### src/rtl/datapath_ctrl.sv
// Multicycle control sequencer for the shared-bus RV32 datapath: fetch, decode, strobe sequencing, PC and retire count.
// Optional feature: define DPCTRL_BRANCH_EN to support BEQ/BNE; otherwise opcode 1100011 traps as illegal.
module datapath_ctrl #(
  parameter logic [31:0] RESET_PC = 32'h0000_0000,
  parameter int unsigned CNT_W    = 16
) (
  input  logic             clk,
  input  logic             rst,
  input  logic [31:0]      ir,
  input  logic             zero,
  input  logic             busy,
  output logic [3:0]       ALUControl,
  output logic             lda,
  output logic             ldb,
  output logic             ldma,
  output logic             ldiR,
  output logic [1:0]       reg_sel,
  output logic             reg_en,
  output logic             mem_en,
  output logic             alu_en,
  output logic             IMM_en,
  output logic             reg_we,
  output logic             mem_we,
  output logic [1:0]       ExtendSign_sel,
  output logic             pc_oe,
  output logic [31:0]      pc,
  output logic [CNT_W-1:0] retired,
  output logic             illegal
);

  localparam logic [2:0] F0 = 3'd0, F1 = 3'd1, D0 = 3'd2, D1 = 3'd3,
                         EX = 3'd4, MEM = 3'd5, WB_PC = 3'd6, TRAP = 3'd7;

  localparam logic [3:0] ALU_AND = 4'b0000, ALU_OR  = 4'b0001, ALU_ADD = 4'b0010,
                         ALU_XOR = 4'b0011, ALU_SUB = 4'b0110, ALU_SLT = 4'b0111;

  logic [2:0] state;
  logic [6:0] opcode;
  logic [2:0] f3;
  logic [6:0] f7;
  logic       is_r, is_i, is_lw, is_sw, is_br, legal;
  logic [3:0] alu_op;

  assign opcode = ir[6:0];
  assign f3     = ir[14:12];
  assign f7     = ir[31:25];

`ifdef DPCTRL_BRANCH_EN
  logic        br_taken;
  logic [31:0] br_off;
  logic        unused_ir;
  assign br_off    = {{19{ir[31]}}, ir[31], ir[7], ir[30:25], ir[11:8], 1'b0};
  assign unused_ir = ^ir[24:15];
`else
  logic unused_in;
  assign unused_in = ^{ir[24:15], ir[11:7], zero};
`endif

  // Class flags already include funct3/funct7 legality, so later states trust them.
  always_comb begin
    is_r   = 1'b0;
    is_i   = 1'b0;
    is_lw  = 1'b0;
    is_sw  = 1'b0;
    is_br  = 1'b0;
    alu_op = ALU_ADD;
    case (opcode)
      7'b0110011: begin
        is_r = 1'b1;
        case ({f7, f3})
          {7'b0000000, 3'b000}: alu_op = ALU_ADD;
          {7'b0100000, 3'b000}: alu_op = ALU_SUB;
          {7'b0000000, 3'b111}: alu_op = ALU_AND;
          {7'b0000000, 3'b110}: alu_op = ALU_OR;
          {7'b0000000, 3'b100}: alu_op = ALU_XOR;
          {7'b0000000, 3'b010}: alu_op = ALU_SLT;
          default:              is_r   = 1'b0;
        endcase
      end
      7'b0010011: begin
        is_i = 1'b1;
        case (f3)
          3'b000:  alu_op = ALU_ADD;
          3'b010:  alu_op = ALU_SLT;
          3'b100:  alu_op = ALU_XOR;
          3'b110:  alu_op = ALU_OR;
          3'b111:  alu_op = ALU_AND;
          default: is_i   = 1'b0;
        endcase
      end
      7'b0000011: is_lw = (f3 == 3'b010);
      7'b0100011: is_sw = (f3 == 3'b010);
`ifdef DPCTRL_BRANCH_EN
      7'b1100011: is_br = (f3 == 3'b000) || (f3 == 3'b001);
`endif
      default: ;
    endcase
  end

  assign legal = is_r | is_i | is_lw | is_sw | is_br;

  always_ff @(posedge clk or negedge rst) begin
    if (!rst) begin
      state    <= F0;
      pc       <= RESET_PC;
      retired  <= '0;
      illegal  <= 1'b0;
`ifdef DPCTRL_BRANCH_EN
      br_taken <= 1'b0;
`endif
    end else begin
      case (state)
        F0:    state <= F1;
        F1:    if (!busy) state <= D0;
        D0: begin
          if (legal) begin
            state <= D1;
          end else begin
            illegal <= 1'b1;
            state   <= TRAP;
          end
        end
        D1:    state <= EX;
        EX: begin
          state <= (is_lw | is_sw) ? MEM : WB_PC;
`ifdef DPCTRL_BRANCH_EN
          // funct3[0] distinguishes BNE from BEQ
          br_taken <= is_br & (ir[12] ? ~zero : zero);
`endif
        end
        MEM:   if (!busy) state <= WB_PC;
        WB_PC: begin
`ifdef DPCTRL_BRANCH_EN
          pc <= br_taken ? pc + br_off : pc + 32'd4;
`else
          pc <= pc + 32'd4;
`endif
          retired <= retired + CNT_W'(1);
          state   <= F0;
        end
        TRAP:    state <= TRAP;
        default: state <= TRAP;
      endcase
    end
  end

  // Outputs are forced to their idle values while reset is held, independent of the clock.
  always_comb begin
    ALUControl     = ALU_ADD;
    lda            = 1'b0;
    ldb            = 1'b0;
    ldma           = 1'b0;
    ldiR           = 1'b0;
    reg_sel        = 2'b00;
    reg_en         = 1'b0;
    mem_en         = 1'b0;
    alu_en         = 1'b0;
    IMM_en         = 1'b0;
    reg_we         = 1'b0;
    mem_we         = 1'b0;
    ExtendSign_sel = 2'b00;
    pc_oe          = 1'b0;
    if (rst) begin
      case (state)
        F0: begin
          pc_oe = 1'b1;
          ldma  = 1'b1;
        end
        F1: begin
          mem_en = 1'b1;
          ldiR   = 1'b1;
        end
        D0: begin
          if (legal) begin
            reg_en = 1'b1;
            lda    = 1'b1;
          end
        end
        D1: begin
          ldb = 1'b1;
          if (is_r | is_br) begin
            reg_sel = 2'b01;
            reg_en  = 1'b1;
          end else if (is_sw) begin
            IMM_en         = 1'b1;
            ExtendSign_sel = 2'b01;
          end else begin
            IMM_en = 1'b1;
          end
        end
        EX: begin
          alu_en = 1'b1;
          if (is_r | is_i) begin
            ALUControl = alu_op;
            reg_sel    = 2'b10;
            reg_we     = 1'b1;
          end else if (is_lw | is_sw) begin
            ldma = 1'b1;
          end else if (is_br) begin
            ALUControl = ALU_SUB;
          end
        end
        MEM: begin
          if (is_lw) begin
            mem_en  = 1'b1;
            reg_sel = 2'b10;
            reg_we  = 1'b1;
          end else if (is_sw) begin
            reg_sel = 2'b01;
            reg_en  = 1'b1;
            mem_we  = 1'b1;
          end
        end
        default: ;
      endcase
    end
  end

endmodule

### config.mk
export PLATFORM = sky130hd
export DESIGN_NAME = datapath_ctrl
export DESIGN_NICKNAME = d
export VERILOG_FILES = /design/src/rtl/datapath_ctrl.sv
export SDC_FILE = /design/constraint.sdc
export NUM_CORES = 1
export LEC_CHECK = 0
export CORE_MARGIN = 8
export CORE_UTILIZATION = 43
export CTS_CLUSTER_DIAMETER = 150
export CTS_CLUSTER_SIZE = 40
export DETAILED_ROUTE_END_ITERATION = 8
export GPL_ROUTABILITY_DRIVEN = 0
export PLACE_DENSITY = 0.8
export SYNTH_ARGS = -nofsm -noshare
export SYNTH_HDL_FRONTEND = slang
export SYNTH_SLANG_ARGS = --single-unit
### constraint.sdc
create_clock -name clk -period 2.4 [get_ports clk]
set_clock_uncertainty 0.1 [all_clocks]
set_input_delay 0.36 -clock clk [delete_from_list [all_inputs] [get_ports clk]]
set_output_delay 0.36 -clock clk [all_outputs]
set_load 0.02 [all_outputs]
# Word-level counts from Yosys, hierarchy flattened
# Index checks and enable logic that the tools add are counted.
classes:
  reduce_logical: 7
  mux: 57
  n_addsub: 2
  n_bitwise: 5
  eq_ne: 22
ops:
  columns: ["op", "n"]
  rows:
  - ["$mux 1", 38]
  - ["$add 32x3->32 const B", 1]
  - ["$eq 10x3->1 const B", 3]
  - ["$pmux 3 s8", 1]
  - ["$eq 3x3->1 const B", 7]
  - ["$add 16x1->16 const B", 1]
  - ["$pmux 3 s5", 1]
  - ["$eq 7x6->1 const B", 2]
  - ["$mux 4", 3]
  - ["$pmux 3 s4", 1]
  - ["$eq 10x2->1 const B", 1]
  - ["$eq 10x9->1 const B", 1]
  - ["$logic_not 10->1", 1]
  - ["$eq 3x2->1 const B", 3]
  - ["$mux 3", 3]
  - ["$mux 2", 4]
  - ["$eq 7x2->1 const B", 1]
  - ["$eq 7x5->1 const B", 1]
  - ["$logic_not 3->1", 2]
  - ["$pmux 1 s2", 3]
  - ["$pmux 2 s3", 1]
  - ["$pmux 3 s2", 1]
  - ["$reduce_or 6->1", 1]
  - ["$reduce_or 5->1", 1]
  - ["6 further kinds", 11]
word_totals:
  elab_cells: 97
  reg_bits: 52
  out_inout_bits: 68

# Longest topological paths before layout
depth:
  depth_word: 10
  ltp_mapped: 6
  mapped_depth_nobuf: 5

# Worst setup path before layout
# OpenSTA, ideal clock, no wires.
synth_path:
  path_type: "input -> output"
  from: "input port ir[26]"
  to: "output port ALUControl[2]"
  cell_stages: 4
  path_slack_ns: -0.114
  n_path_buf: 0
  arrival_time_ns: 2.054
  path_cell_list: "or4_1 o41ai_1 nand4b_1 nor3_1"
synth_via:
  elab_chain_len: 8
  elab_cells_between_ends: 15
  cone_classes: "eq/ne (5); mux (7); bitwise (1); reduce/logical (2)"
synth_rtl:
  columns: ["element", "line_no", "rtl"]
  rows:
  - ["start, declared", "9", "input logic [31:0] ir,"]
  - ["$eq 10x2->1 (tied with other cells)", "70", "case ({f7, f3})"]
  - ["$reduce_or 6->1 (no source line)", null, null]
  - ["$mux 1", "70", null]
  - ["$mux 1", "67", "case (opcode)"]
  - ["$or 1x1->1", "193", "if (is_r | is_i) begin"]
  - ["$mux 4 *", "193", null]
  - ["$mux 4 *", "164", "case (state)"]
  - ["$mux 4 *", "163", "if (rst) begin"]
  - ["end, declared", "12", "output logic [3:0] ALUControl,"]
# Mark *: on every way between the ends. The rest lies on a longest branch, timed or not.

# Final worst setup path
layout_path:
  from: "input port ir[31]"
  to: "output port reg_we"
layout_via:
  elab_chain_len: 8
  elab_cells_between_ends: 13
  cone_classes: "eq/ne (5); mux (5); bitwise (1); reduce/logical (2)"
layout_rtl:
  columns: ["element", "line_no", "rtl"]
  rows:
  - ["$eq 10x2->1 (tied with other cells)", "70", null]
  - ["$reduce_or 6->1 (no source line) *", null, null]
  - ["$mux 1 *", "70", null]
  - ["$mux 1 *", "67", null]
  - ["$or 1x1->1 *", "193", null]
  - ["$mux 1 *", "193", null]
  - ["$pmux 1 s2 *", "164", null]
  - ["$mux 1 *", "163", null]
  - ["end, declared", "22", "output logic reg_we,"]
# Marked as above.

==> results by group <==
Logic synthesis
  • Synthesized area per cell: 9.90 sq um
  • Post-synth EDFFs: 0
  • Post-synth top flop: dfrtp_1
  • Post-synth design cell area: 2600 sq um
  • Synth async-reset ratio: 1.00
  • Mapped Cells: 263
  • YS warnings: 0
  • Post-synthesis sequential area ratio: 0.481
  • Synth unique cells: 43
  • Yosys reg bits: 50

Global routing
  • Total GRT Usage: 0.164
  • Grt ovf: 0
  • First-pass GRT wire length: 11700 um
  • Pin count of the biggest net entering global routing: 51
  • Vias in the first global route: 2491
  • Initial antenna violation count: 0

Power and ir drop
  • PnR Total Power: 2.42 mW
  • Sw Pwr: 0.866 mW
  • Sw Ratio: 0.357
  • Combinational power share: 0.364
  • Internal power: 1.56 mW
  • Clk pwr share: 0.199
  • Leak Pwr: 1.81 nW
  • Sequential Power Share: 0.437
  • VDD IR max: 0.000301 V
  • Pwr Density: 628 nW/um^2

Clocking
  • H-tree Lvls: 2
  • Clock slew seen by the registers of the worst setup and hold paths: 0.09 ns
  • Number of buffers created by CTS: 5
  • CTS sink count: 50
  • Root Driver: clkbuf_8
  • Hold Buf Count CTS: 0
  • CTS tree: done
  • Clock Latency Late Sink: 0.30 ns
  • Max clock buf depth: 2

Route
  • Met3 WL: 645 um
  • Wire length per cell: 15.9 um
  • Via count: 2353
  • Vias per inst: 5.22
  • Max Used Layer: met4
  • Final ANT Viol Nets: 0
  • Met2 wire length: 3420 um
  • Wl on met1: 3000 um
  • Final wirelength: 7150 um
  • DR pass1 iterations: 4
  • Remaining DRCs: 0
  • DR iter-0 viols: 68

STA
  • Crit share post-route: 1.02
  • F_max: 0.409 GHz
  • Worst Setup Slack, final: -0.0458 ns
  • Slew HR: 0.588
  • Fin crit period: 2.45 ns
  • Final hold vios: 0
  • Slew of the pin with the lowest slew margin: 0.618 ns
  • Slew Viols, Final: 0
  • RSZ-0062 raised after global routing: true
  • Final setup violation count: 1

Placed design
  • Placed Area: 3670 sq um
  • I/O Buffers: 83
  • HPWL Detailed: 5290 um
  • Placed cells: 439
  • Pre-CTS setup slack: -0.856 ns

Floorplan
  • I/O Pins: 104
  • Initial Util: 0.442
  • Die height: 93.8 um
  • Die footprint: 8800 sq um
  • Die Width: 93.8 um
  • # rows: 28
  • Core footprint: 5890 sq um

Finish
  • Layout area overhead: 48.1%
  • Nets: 413
  • N_diodes: 0
  • Final Cell Area: 3850 sq um
  • Filler cell count: 490
  • Layout cells sized above 1: 0.178
  • Fin cells: 451

Outcome
  • Failing checks: negative setup slack
  • Status: finished with violations

Min path
  • HP Class: in -> async

Worst setup path
  • Arr. time, crit path: 1.99 ns
  • Endpoint type of the worst setup path: primary output
  • Crit path max fanout: 3
  • Critical path launch point: ir[31]
  • CP startpoint kind: primary input
  • R2R cell count: 5
  • Crit Path Category: in -> out
  • Req. time, crit path: 1.94 ns
  • Worst r2r src: state[0]

Run
  • MaxCap Viol Count: 0
==> repair_timing <==
item / in CTS / in global routing
gates cloned: 0 / 0
gates resized for setup: 81 / 20
endpoints found under the hold margin: 0 / 0
pin swaps: 11 / 9
setup endpoints to repair: 13 / 12
buffers inserted: 4 / 0
==> synthesized netlist by cell type, types with 2 or more instances <==
library cell	n	area [sq um]
clkbuf_1	3	11.3
nand3_1	8	40.0
nor2b_1	3	18.8
xnor2_1	24	210
ha_1	2	25.0
and3_1	5	31.3
o21ai_0	6	30.0
nand4b_1	3	26.3
and3b_1	2	17.5
o31ai_1	3	22.5
xor2_1	20	175
nor2_1	16	60.1
inv_1	10	37.5
nor3b_1	5	37.5
buf_2	2	10.0
and2_1	3	18.8
dfrtp_1	50	1250
nand3b_1	2	15.0
o41ai_1	2	17.5
nor3_1	11	55.1
and4_1	5	43.8
or2_2	2	12.5
nand2b_1	3	18.8
buf_4	4	30.0
nor4_1	8	50.1
nor4b_1	2	17.5
nand2_1	29	109
or4_1	2	15.0
nand4_1	14	87.6
==> power by group through the flow <==
stage / combinational, mW / sequential, mW / clock, mW
2_1_floorplan: 0.371 / 1.15 / 0
3_3_place_gp: 0.854 / 1.08 / 0
3_5_place_dp: 0.872 / 1.08 / 0
4_1_cts: 0.881 / 1.06 / 0.502
5_1_grt: 0.962 / 1.08 / 0.537
6_report: 0.881 / 1.06 / 0.482
==> layer usage <==
layer,global-route usage,up-vias
met2,0.274,80
met4,0.0515,0
li1,-,1148
met1,0.190,1115
met3,0.0592,10
met5,0,-
==> cells in the final DEF, fill, tap and decap left out, types with 3 or more instances in the layout <==
master,count
and2_1,3
and3_1,5
and4_1,5
buf_2,10
buf_4,27
buf_6,5
clkbuf_8,5
clkdlybuf4s50_1,51
conb_1,4
dfrtp_1,50
dlygate4sd2_1,7
dlymetal6s2s_1,7
inv_1,10
nand2_1,29
nand3_1,8
nand4_1,14
nand4b_1,3
nor2_1,16
nor2b_1,3
nor3_1,9
nor3b_1,3
nor4_1,8
o21ai_0,5
xnor2_1,24
xor2_1,20
==> metrics by stage <==
step | hold WS [ns] | TNS, ns | util
6_report | 0.143 | -0.0458 | 0.655
5_1_grt | 0.203 | -0.209 | 0.655
4_1_cts | 0.163 | 0 | 0.651
3_5_place_dp | 0.351 | -9.07 | 0.623
3_3_place_gp | 0.343 | -8.47 | 0.623
2_1_floorplan | -0.0356 | 0 | -
==> cell type report <==
class,count,area (sq um),share of cell area
Sequential cell,50,1250,0.325
Clock buffer,5,68.8,0.0179
Multi-Input combinational cell,197,1380,0.357
Tap cell,75,93.8,0.0243
Timing Repair Buffer,111,1000,0.261
Clock inverter,3,21.3,0.00552
Inverter,10,37.5,0.00974
==> registers in the layout, summed over array words and instances (netlist names) <==
name     count
state        3
retired     16
pc          30
illegal      1
==> final timing paths <==
path                       slack, ns    endpoint
hold / removal                  0.14  retired[2]
setup reg to reg                0.14      pc[30]
max in group asynchronous       1.63      pc[13]
hold reg to reg                 0.37     illegal
setup / recovery               -0.05      reg_we
min in group clk                0.37     illegal
==> cells by family after synthesis <==
group / share of synthesized area
flip-flops: 0.481
XOR/XNOR: 0.148
other: 0.00144
AND/OR/NAND/NOR: 0.266
buffers and inverters: 0.0341
adder cells (fa/ha/maj): 0.00961
AO/OA/AOI/OAI: 0.0601
==> critical path, cell delays in order <==
cell	delay, ns
buf_6	0.09
or4_4	0.57
o41ai_4	0.26
buf_4	0.17
nand4_1	0.18
o31ai_2	0.16
buf_4	0.20
Power figures use the tool's default switching activity.
==> RTL edit: new RTL, same settings <==
The option `DPCTRL_BRANCH_EN` is turned on by a define.
--- a/src/rtl/datapath_ctrl.sv
+++ b/src/rtl/datapath_ctrl.sv
@@ -1,5 +1,7 @@
 // Multicycle control sequencer for the shared-bus RV32 datapath: fetch, decode, strobe sequencing, PC and retire count.
 // Optional feature: define DPCTRL_BRANCH_EN to support BEQ/BNE; otherwise opcode 1100011 traps as illegal.
+`define DPCTRL_BRANCH_EN
+
 module datapath_ctrl #(
   parameter logic [31:0] RESET_PC = 32'h0000_0000,
   parameter int unsigned CNT_W    = 16
Formal check against the unedited RTL: not equivalent (Yosys sat finds a counterexample within 4 cycles, from zero or initial values and one cycle with rst low).
==> RTL edit against the unedited design <==
  * The run still ends with setup timing left
  * Register-to-register slack got worse by 0.77 ns
  * Worst setup slack got worse by 0.58 ns
  * Design area up 97%
  * Clock power grew 40%
  * Synthesized cell count increased by 130%
  * Core utilization increased by 5.6 points
  * Routed wire length rose to 2.8 times the old value
  * Cell count rose by 120%
  * Synthesized area rose by 78%
  * Total power increased to 3.8 times the old value
  * Sequential cell count grew 2
  * Critical path type is now register to register
==> RTL edit: results (changes against the unedited design) <==
* Failing checks: setup timing (unchanged)
* DP Area at 6850 µm² (was 3670 µm²)
* Pre-Repair DR Iteration Count at 6 (was 4)
* Static leakage at 3.37 nW (was 1.81 nW)
* Diodes inserted at 1 (was 0)
* Plain + repair buffers at 259 (was 111)
* Final count of negative-setup-slack endpoints at 22 (was 1)
* Compound-cell area share of the yosys netlist at 26.5% (was 6.01%)
* Adder-cell share of the synthesized area at 9.06% (was 0.962%)
* Largest net degree at the start of global routing at 42 (was 51)
* Final worst slack at -0.629 ns (was -0.0458 ns)
* Port bufs at 90 (was 83)
* Worst Max-Slew Pin Slew at 0.567 ns (was 0.618 ns)
* Non-filler cells, final at 979 (was 451)
* Fraction of area in multi-input gates at 49.4% (was 35.7%)
* Status: finished, violations left (unchanged)
* Via count at 6192 (was 2353)
* Area contributors post-synth: dfrtp_1 (28%), ha_1 (8.6%), a21oi_1 (7.2%) (was dfrtp_1 (48%), xnor2_1 (8.1%), xor2_1 (6.7%))
* Reg2Reg Depth at 13 (was 5)
* Seq area share at 17.3% (was 32.5%)
* Sw power at 4.37 mW (was 0.866 mW)
* Clock Power Share at 7.3% (was 19.9%)
* Synth top cells by count: a21oi_1 (67), nand2_1 (62), nor2_1 (60), dfrtp_1 (52), o21ai_0 (45) (was dfrtp_1 (50), nand2_1 (29), xnor2_1 (24), xor2_1 (20), nor2_1 (16))
* Worst IR drop on VDD at 0.000584 V (was 0.000301 V)
* Met2 WL at 9810 µm (was 3420 µm)
* First-pass GRT wire length at 29600 µm (was 11700 µm)
* Xor/xnor share of the synthesized area at 7.55% (was 14.8%)
* Inverters at 18 (was 10)
* Layout cells sized above 1 at 36.5% (was 17.8%)
* Clock-cell share at 1.60% (was 2.34%)
* M1 WL at 7590 µm (was 3000 µm)
* Peak per-stage delay on the critical path at 0.53 ns (was 0.57 ns)
* Placed Instances at 946 (was 439)
* Total GRT Usage at 24.6% (was 16.4%)
* Register area at 1320 µm² (was 1250 µm²)
* Sequential-to-total area share from yosys stat at 28.0% (was 48.1%)
==> RTL edit: changes by cell type after synthesis, sizes merged, moves of 11 or more <==
cell and change:
nor2 +45, clkbuf +17, nand2 +33, a21o +18, nand3 +17, ha +30, o21ai +39, a21oi +67
and3 +11
==> RTL edit: stage by stage <==
stage               TNS, ns  hold slack, ns
finish                -7.49           0.119
detailed placement   -25.57           0.310
global placement     -23.18           0.298
floorplan             -2.44         -0.0356
global route          -9.02           0.158
CTS                   -5.50           0.125
==> RTL edit: worst max path at each step <==
stage / to / depth (start not counted) / slack, ns / startpoint
CTS: pc[31] / 13 / -0.57 / pc[1]
detailed placement: pc[31] / 14 / -1.07 / ir[8]
floorplan: pc[31] / 13 / -0.54 / pc[1]
global placement: pc[31] / 14 / -1.02 / ir[8]
global route: pc[31] / 13 / -0.72 / pc[1]
finish: pc[31] / 13 / -0.63 / pc[1]
